===== config.mk =====
export PLATFORM = sky130hd
export DESIGN_NAME = approx_adder_error_monitor
export DESIGN_NICKNAME = d
export VERILOG_FILES = /design/src/rtl/approx_adder_error_monitor.sv
export SDC_FILE = /design/constraint.sdc
export NUM_CORES = 1
export LEC_CHECK = 0
export CAP_MARGIN = 0
export CORE_ASPECT_RATIO = 0.5
export CORE_UTILIZATION = 53
export CTS_BUF_LIST = sky130_fd_sc_hd__clkbuf_16
export DETAILED_ROUTE_END_ITERATION = 10
export DONT_BUFFER_PORTS = 1
export PLACE_DENSITY = 0.68
export SYNTH_ARGS = -nofsm -noshare
export SYNTH_HDL_FRONTEND = slang
export SYNTH_SLANG_ARGS = --single-unit
export TNS_END_PERCENT = 10

===== constraint.sdc =====
create_clock -name clk -period 4.7 [get_ports clk]
set_input_delay 0.705 -clock clk [delete_from_list [all_inputs] [get_ports clk]]
set_output_delay 0.705 -clock clk [all_outputs]
set_load 0.005 [all_outputs]

===== src/rtl/approx_adder_error_monitor.sv =====
// Error-statistics checker for approximate adders: recomputes the exact sum and
// accumulates sum/max of absolute error and the erroneous-sample count over a run.
module approx_adder_error_monitor #(
  parameter int WIDTH = 16,
  parameter int ACC_W = 40,
  parameter int CNT_W = 24
) (
  input  logic             clk,
  input  logic             rst_n,
  input  logic             start,
  input  logic [CNT_W-1:0] n_samples,
  input  logic             in_valid,
  output logic             in_ready,
  input  logic [WIDTH-1:0] in1,
  input  logic [WIDTH-1:0] in2,
  input  logic [WIDTH:0]   approx_out,
  output logic             busy,
  output logic             done,
  output logic [ACC_W-1:0] sae,
  output logic [WIDTH:0]   max_err,
  output logic [CNT_W-1:0] err_cnt,
  output logic             sat
);

  // state | meaning
  // IDLE  | waiting for start
  // RUN   | accepting samples until n_latched have been taken
  // DRAIN | last sample still in stage 1
  // DONE  | results final and held
  typedef enum logic [1:0] {IDLE, RUN, DRAIN, DONE} state_t;

  state_t           state, state_nx;
  logic [CNT_W-1:0] n_latched, accepted;
  logic             s1_valid;
  logic [WIDTH+1:0] s1_diff;

  logic             accept, start_ok;
  logic [WIDTH:0]   exact_c;
  logic [WIDTH+1:0] diff_c, neg_diff;
  logic [WIDTH:0]   ae;
  logic [ACC_W:0]   sae_sum;

  always_comb begin
    state_nx = state;
    in_ready = 1'b0;
    start_ok = 1'b0;
    accept   = 1'b0;
    case (state)
      IDLE, DONE: begin
        if (start) begin
          start_ok = 1'b1;
          state_nx = (n_samples == '0) ? DONE : RUN;
        end
      end
      RUN: begin
        in_ready = (accepted < n_latched);
        accept   = in_valid & in_ready;
        if (accept && (accepted == n_latched - 1'b1))
          state_nx = DRAIN;
      end
      // Stage 2 retires the last sample on this edge, so the pipeline is empty after it.
      DRAIN: state_nx = DONE;
      default: state_nx = IDLE;
    endcase
  end

  assign busy = (state == RUN) || (state == DRAIN);

  assign exact_c  = {1'b0, in1} + {1'b0, in2};
  assign diff_c   = {1'b0, approx_out} - {1'b0, exact_c};
  assign neg_diff = -s1_diff;
  // Magnitude always fits WIDTH+1 bits since both operands of the difference do.
  assign ae       = s1_diff[WIDTH+1] ? neg_diff[WIDTH:0] : s1_diff[WIDTH:0];
  assign sae_sum  = {1'b0, sae} + {{(ACC_W - WIDTH){1'b0}}, ae};

  always_ff @(posedge clk) begin
    if (!rst_n) begin
      state     <= IDLE;
      done      <= 1'b0;
      n_latched <= '0;
      accepted  <= '0;
      s1_valid  <= 1'b0;
      s1_diff   <= '0;
      sae       <= '0;
      max_err   <= '0;
      err_cnt   <= '0;
      sat       <= 1'b0;
    end else begin
      state    <= state_nx;
      done     <= (start_ok && (n_samples == '0)) || (state == DRAIN);
      s1_valid <= accept;
      if (accept)
        s1_diff <= diff_c;
      if (start_ok) begin
        n_latched <= n_samples;
        accepted  <= '0;
        sae       <= '0;
        max_err   <= '0;
        err_cnt   <= '0;
        sat       <= 1'b0;
      end else begin
        if (accept)
          accepted <= accepted + 1'b1;
        if (s1_valid) begin
          if (sae_sum[ACC_W]) begin
            sae <= '1;
            sat <= 1'b1;
          end else begin
            sae <= sae_sum[ACC_W-1:0];
          end
          if (ae > max_err)
            max_err <= ae;
          if (ae != '0)
            err_cnt <= err_cnt + 1'b1;
        end
      end
    end
  end

endmodule

### After elaboration in Yosys (flattened, before gate mapping)

Index checks and enable logic that the tools add are counted.

| word-level totals | value |
|---|---|
| bits in latches | 0 |
| bits of input ports | 77 |
| register bits after elaboration | 152 |
| RAM bits | 0 |
| bits in read-only memories | 0 |
| output and inout bits | 85 |
| memories | 0 |
| logic and storage cells | 50 |

| operators by class | value |
|---|---|
| order comparisons | 2 |
| shift operators | 0 |
| multiply operators | 0 |
| div/mod/pow operators | 0 |
| mux-type cells | 10 |
| reductions and logical operators | 13 |
| bitwise gates (word level) | 2 |
| equality and inequality tests | 6 |
| add/subtract/negate cells | 7 |

Operators by type and width:

| cell | count |
|---|---|
| 24-bit by 1-bit adder with 24-bit output (second input constant) | 2 |
| 40-bit by 17-bit adder with 41-bit output | 1 |
| 40-bit 2-to-1 mux | 1 |
| 24-bit == test | 1 |
| 24-bit zero test | 1 |
| 24-bit < comparator | 1 |
| 24-bit by 1-bit subtractor with 24-bit output (second input constant) | 1 |
| 17-bit by 17-bit subtractor with 18-bit output | 1 |
| 16-bit by 16-bit adder with 17-bit output | 1 |
| 17-bit greater-than comparator | 1 |
| 17-bit 2-to-1 mux | 1 |
| 17-bit negation | 1 |
| 17-bit nonzero test | 1 |
| 2-bit AND reduction | 4 |
| 2-bit 2-to-1 mux | 3 |
| 2-bit one-hot mux with 3 select lines | 1 |
| 2-bit == test (second input constant) | 2 |
| 1-bit 2-to-1 mux | 4 |
| 2-bit inequality test (second input constant) | 2 |
| 2-bit OR reduction | 2 |
| 2-bit by 1-bit == test with 1-bit output (second input constant) | 1 |
| 1-bit logical AND | 2 |
| 2-bit zero test | 1 |
| 1-bit logical OR | 2 |
| other kinds (2) | 2 |

### Longest topological paths before layout

| depth | value |
|---|---|
| word-level depth | 5 |
| depth in mapped cells | 16 |

### Least setup slack after synthesis

OpenSTA, ideal clock, no wires.

| timing | value |
|---|---|
| path type | register -> register |
| start point | register s1_diff[3] |
| end point | register sae[23] |
| clock period less this slack | 4.019 ns |
| path buffers | 4 |
| arrival time | 3.883 ns |
| slack | 0.681 ns |
| cell stages (with the launch flop) | 17 |
| setup time | 0.137 ns |
| cell sequence | dfxtp_1 > or4_1 > buf_2 > or4_4 > nand2_1 > xnor2_1 > ha_1 > a21oi_1 > o21a_1 > o21a_1 > a211oi_1 > o21a_1 > clkbuf_1 > o2111ai_1 > clkbuf_1 > clkbuf_1 > a31oi_1 |

| on the way | value |
|---|---|
| word-level cells in the longest chain between the ends | 4 |

RTL lines:

| what | line | RTL |
|---|---|---|
| from (decl) | 35 | `logic [WIDTH+1:0] s1_diff;` |
| from (signal assigned) | 93 | `s1_diff <= diff_c;` |
| 17-bit negation | 71 | `assign neg_diff = -s1_diff;` |
| 17-bit 2-to-1 mux | 73 | `assign ae = s1_diff[WIDTH+1] ? neg_diff[WIDTH:0] : s1_diff[WIDTH:0];` |
| via ae[9] | 40 | `logic [WIDTH:0] ae;` |
| 40-bit by 17-bit adder with 41-bit output | 74 | `assign sae_sum = {1'b0, sae} + {{(ACC_W - WIDTH){1'b0}}, ae};` |
| 40-bit 2-to-1 mux | 105 | `if (sae_sum[ACC_W]) begin` |
| to (signal assigned) | 109 | `sae <= sae_sum[ACC_W-1:0];` |
| to (decl) | 19 | `output logic [ACC_W-1:0] sae,` |

The timed path passes the listed nets, and every way through them passes these cells.
A chain may end at the register's enable or synchronous reset.

### Worst setup path after layout

| timing | value |
|---|---|
| start point | register s1_diff[3] |
| end point | register sae[34] |

The elaborated chain is that of the path after synthesis.

==> out/metrics.yaml <==
setup_path:
  cpMaxStageDelayCell: "or4_1"
  crit_family: "simple AND/OR/NAND/NOR gates"
  required_ps: 5070
  crit_type: "flop to flop"
  critPathBufInv: 0
  critPathMaxStageDelay_ps: 690
  cp.arrival_ps: 4670
  path_cells: "or4_1 -> or4_4 -> nand2_1 -> xnor2_1 -> ha_1 -> a21oi_1 -> o21a_1 -> o21a_1 -> a211oi_1 -> o21a_1 -> o211ai_1 -> or3_1 -> a31oi_1"
  crit_path_end_kind: "flop"
  cp-start-kind: "flop"
  r2r_slack_ps: 400
  critical_path.max_fanout: 11
  cpMostUsedCell: "o21a_1"
pwr:
  power.internal_mw: 2.923
  clockPowerShare_pct: 25.9
  p_seq_share_pct: 31.7
  combinationalPowerShare_pct: 42.4
  powerDensity_nw_per_um2: 428.6
  p_leak_nw: 4.352
  power.switching_mw: 1.956
  ir_worst_vdd_uv: 294.4
  switching_share_pct: 40.09
sta:
  slew_headroom_pct: 47.01
  setup_tns_ps: 0
  fin_crit_sh_pct: 91.57
  rsz0062_at_grt: "no"
  fin_skew_ps: 8.988
  final_hold_viol_count: 0
  worst_pin_slew_ps: 794.8
  fmax_ghz: 0.2324
  finalSetupViolCount: 0
  slew_violations: 0
  timing.final.crit_period_ps: 4304
drt:
  firstDrtPassIters: 5
  drc_errors: 0
  wl_per_cell_um: 16.70
  finalWirelength_mm: 25.96
  antenna_left: 0
  num_vias: 9277
  routed_via_density: 5.966
  dr.first_iter.drc_count: 531
clock_network:
  cts_sinks: 152
  cts_setup_buffers: 0
  clkLatencyLatePin_ps: 440
  numCtsBuffers: 17
  cts_buffer_depth: 2
  cts-root-buf: "clkbuf_16"
  ctsResizeCount: 0
  cts_tree: "built"
  path_clk_slew_ps: 60
  htree_levels: 4
  postCtsHoldBufs: 0
logic_synthesis:
  syn_nets: 1480
  synth-compound-area-share_pct: 19.26
  synth_area_um2: 10640
  ys_ff_latch: 152
  ys.flop_type: "dfxtp_1"
  ys_warn_count: 0
  synth_edf_count: 0
  synth_xor_area_share_pct: 8.565
  syn_inst: 1302
  muxShareOfSynthArea_pct: 3.400
  yosys.area_share.adder_pct: 13.08
  async_flop_share_pct: 0
  ys_types: 65
  synth_top_family_by_area: "simple AND/OR/NAND/NOR gates"
  synth.avg_cell_area_um2: 8.168
  yosys.area_share.simple_pct: 21.41
  yosysSeqAreaShare_pct: 28.61
global_routing:
  track_usage_pct: 25.20
  grt_max_degree: 59
  first_global_vias: 8497
  antenna_found_initial: 0
  gr-total-overflow: 0
  grt_pass1_wl_mm: 42.11
layout:
  nets: 1454
  diodes: 0
  syn_to_final_growth_pct: 7.024
  drive_above_1_share_pct: 4.422
  fin_util_pct: 58.22
  layout_commonest_cell: "dfxtp_1"
  instances_no_fill: 1555
  mostFrequentLayoutCells: "151 x dfxtp_1, 150 x nand2_1, 104 x inv_1"
floorplan:
  die_w_um: 202.3
  dieHeight_um: 102.2
  fp.dieArea_um2: 20670
  pin_count: 162
  core_area_um2: 19550
  start_util_pct: 54.40
  row_count: 36
placed_design:
  dp_hpwl_mm: 19.41
  io_buffers: 0
  post-place-cells: 1523
  place.gp.congestion: 0.9135
outcome:
  status: "finished, final reports clean"
job:
  maxCapViolations: 0
hold_path:
  holdCritPathClass: "primary input to flop"
Yosys cell counts (all sizes together) (9+ instances only):
| library cell | number | area, µm² |
|---|---|---|
| dfxtp | 152 | 3043 |
| nand2 | 151 | 566.8 |
| inv | 98 | 367.9 |
| a21oi | 91 | 474.2 |
| ha | 84 | 1051 |
| xnor2 | 64 | 560.5 |
| o21ai | 62 | 310.3 |
| nor2 | 56 | 210.2 |
| clkbuf | 50 | 187.7 |
| xor2 | 40 | 350.3 |
| mux2i | 35 | 350.3 |
| nand3 | 29 | 145.1 |
| nand4 | 28 | 175.2 |
| a21boi | 26 | 195.2 |
| and3 | 26 | 162.7 |
| nor3 | 24 | 120.1 |
| or4 | 24 | 187.7 |
| o31ai | 23 | 205.2 |
| nor2b | 22 | 137.6 |
| or3 | 19 | 118.9 |
| a31oi | 17 | 106.4 |
| fa | 17 | 340.3 |
| a21o | 16 | 120.1 |
| nor4 | 16 | 106.4 |
| o21a | 13 | 97.59 |
| nand2b | 12 | 75.07 |
| and2 | 9 | 56.30 |
| o2111ai | 9 | 78.83 |
power by group through the flow:
stage	combinational [mW]	sequential (mW)	clock (mW)
6_report	2.07	1.55	1.26
5_1_grt	2.30	1.57	1.34
4_1_cts	2.06	1.54	1.29
3_5_place_dp	2.05	1.57	0
3_3_place_gp	1.99	1.57	0
2_1_floorplan	1.68	1.51	0
kinds of logic after synthesis:
kind of cell	count (synthesis)
AND/OR/NAND/NOR	443
AO/OA/AOI/OAI	310
flip-flops	152
adder cells (fa/ha/maj)	101
XOR/XNOR	104
buffers and inverters	156
multiplexers	36
state kept, by name, indices dropped and copies added (netlist names):
name / flops
accepted: 24
done: 1
err_cnt: 24
max_err: 17
n_latched: 24
s1_diff: 18
s1_valid: 1
sae: 40
sat: 1
state: 2
metal layers:
layer,track usage (%),wire [µm]
met1,32.61,12240
met2,41.78,11980
met3,6.122,1355
met4,8.097,383
met5,0,0
worst register-to-register path: stages (launching register included):
cell,delay [ps]
dfxtp_1,370
or4_1,690
or4_4,560
nand2_1,100
xnor2_1,120
ha_1,400
a21oi_1,100
o21a_1,200
o21a_1,120
a211oi_1,320
o21a_1,440
o211ai_1,260
or3_1,410
a31oi_1,150
path summary, 6_finish.rpt:
kind / startpoint / end / depth (start not counted)
setup / recovery: s1_diff[3] / sae[34] / 13
hold / removal: n_samples[12] / n_latched[12] / 2
setup reg to reg: s1_diff[3] / sae[34] / 13
hold reg to reg: max_err[2] / max_err[2] / 2
area by class of cell:
cell class,instances,area (µm²)
inverter,98,367.9
clock inverter,15,100.1
sequential,152,3044
timing repair buffer,13,110.1
fill,1762,8167
multi-input combinational,994,7002
clock buffer,17,425.4
tap,266,332.8
through the flow:
stage / worst slack, ps / total power [mW] / hold slack [ps] / area, µm²
floorplan: 680.9 / 3.190 / 442.1 / 10640
CTS: 434.4 / 4.890 / 387.6 / 11380
finish: 396.2 / 4.878 / 409.5 / 11380
detailed placement: 452.1 / 3.620 / 487.4 / 10860
global placement: 577.8 / 3.561 / 476.3 / 10860
global route: 149.7 / 5.212 / 392.2 / 11380
Power figures use the tool's default switching activity.
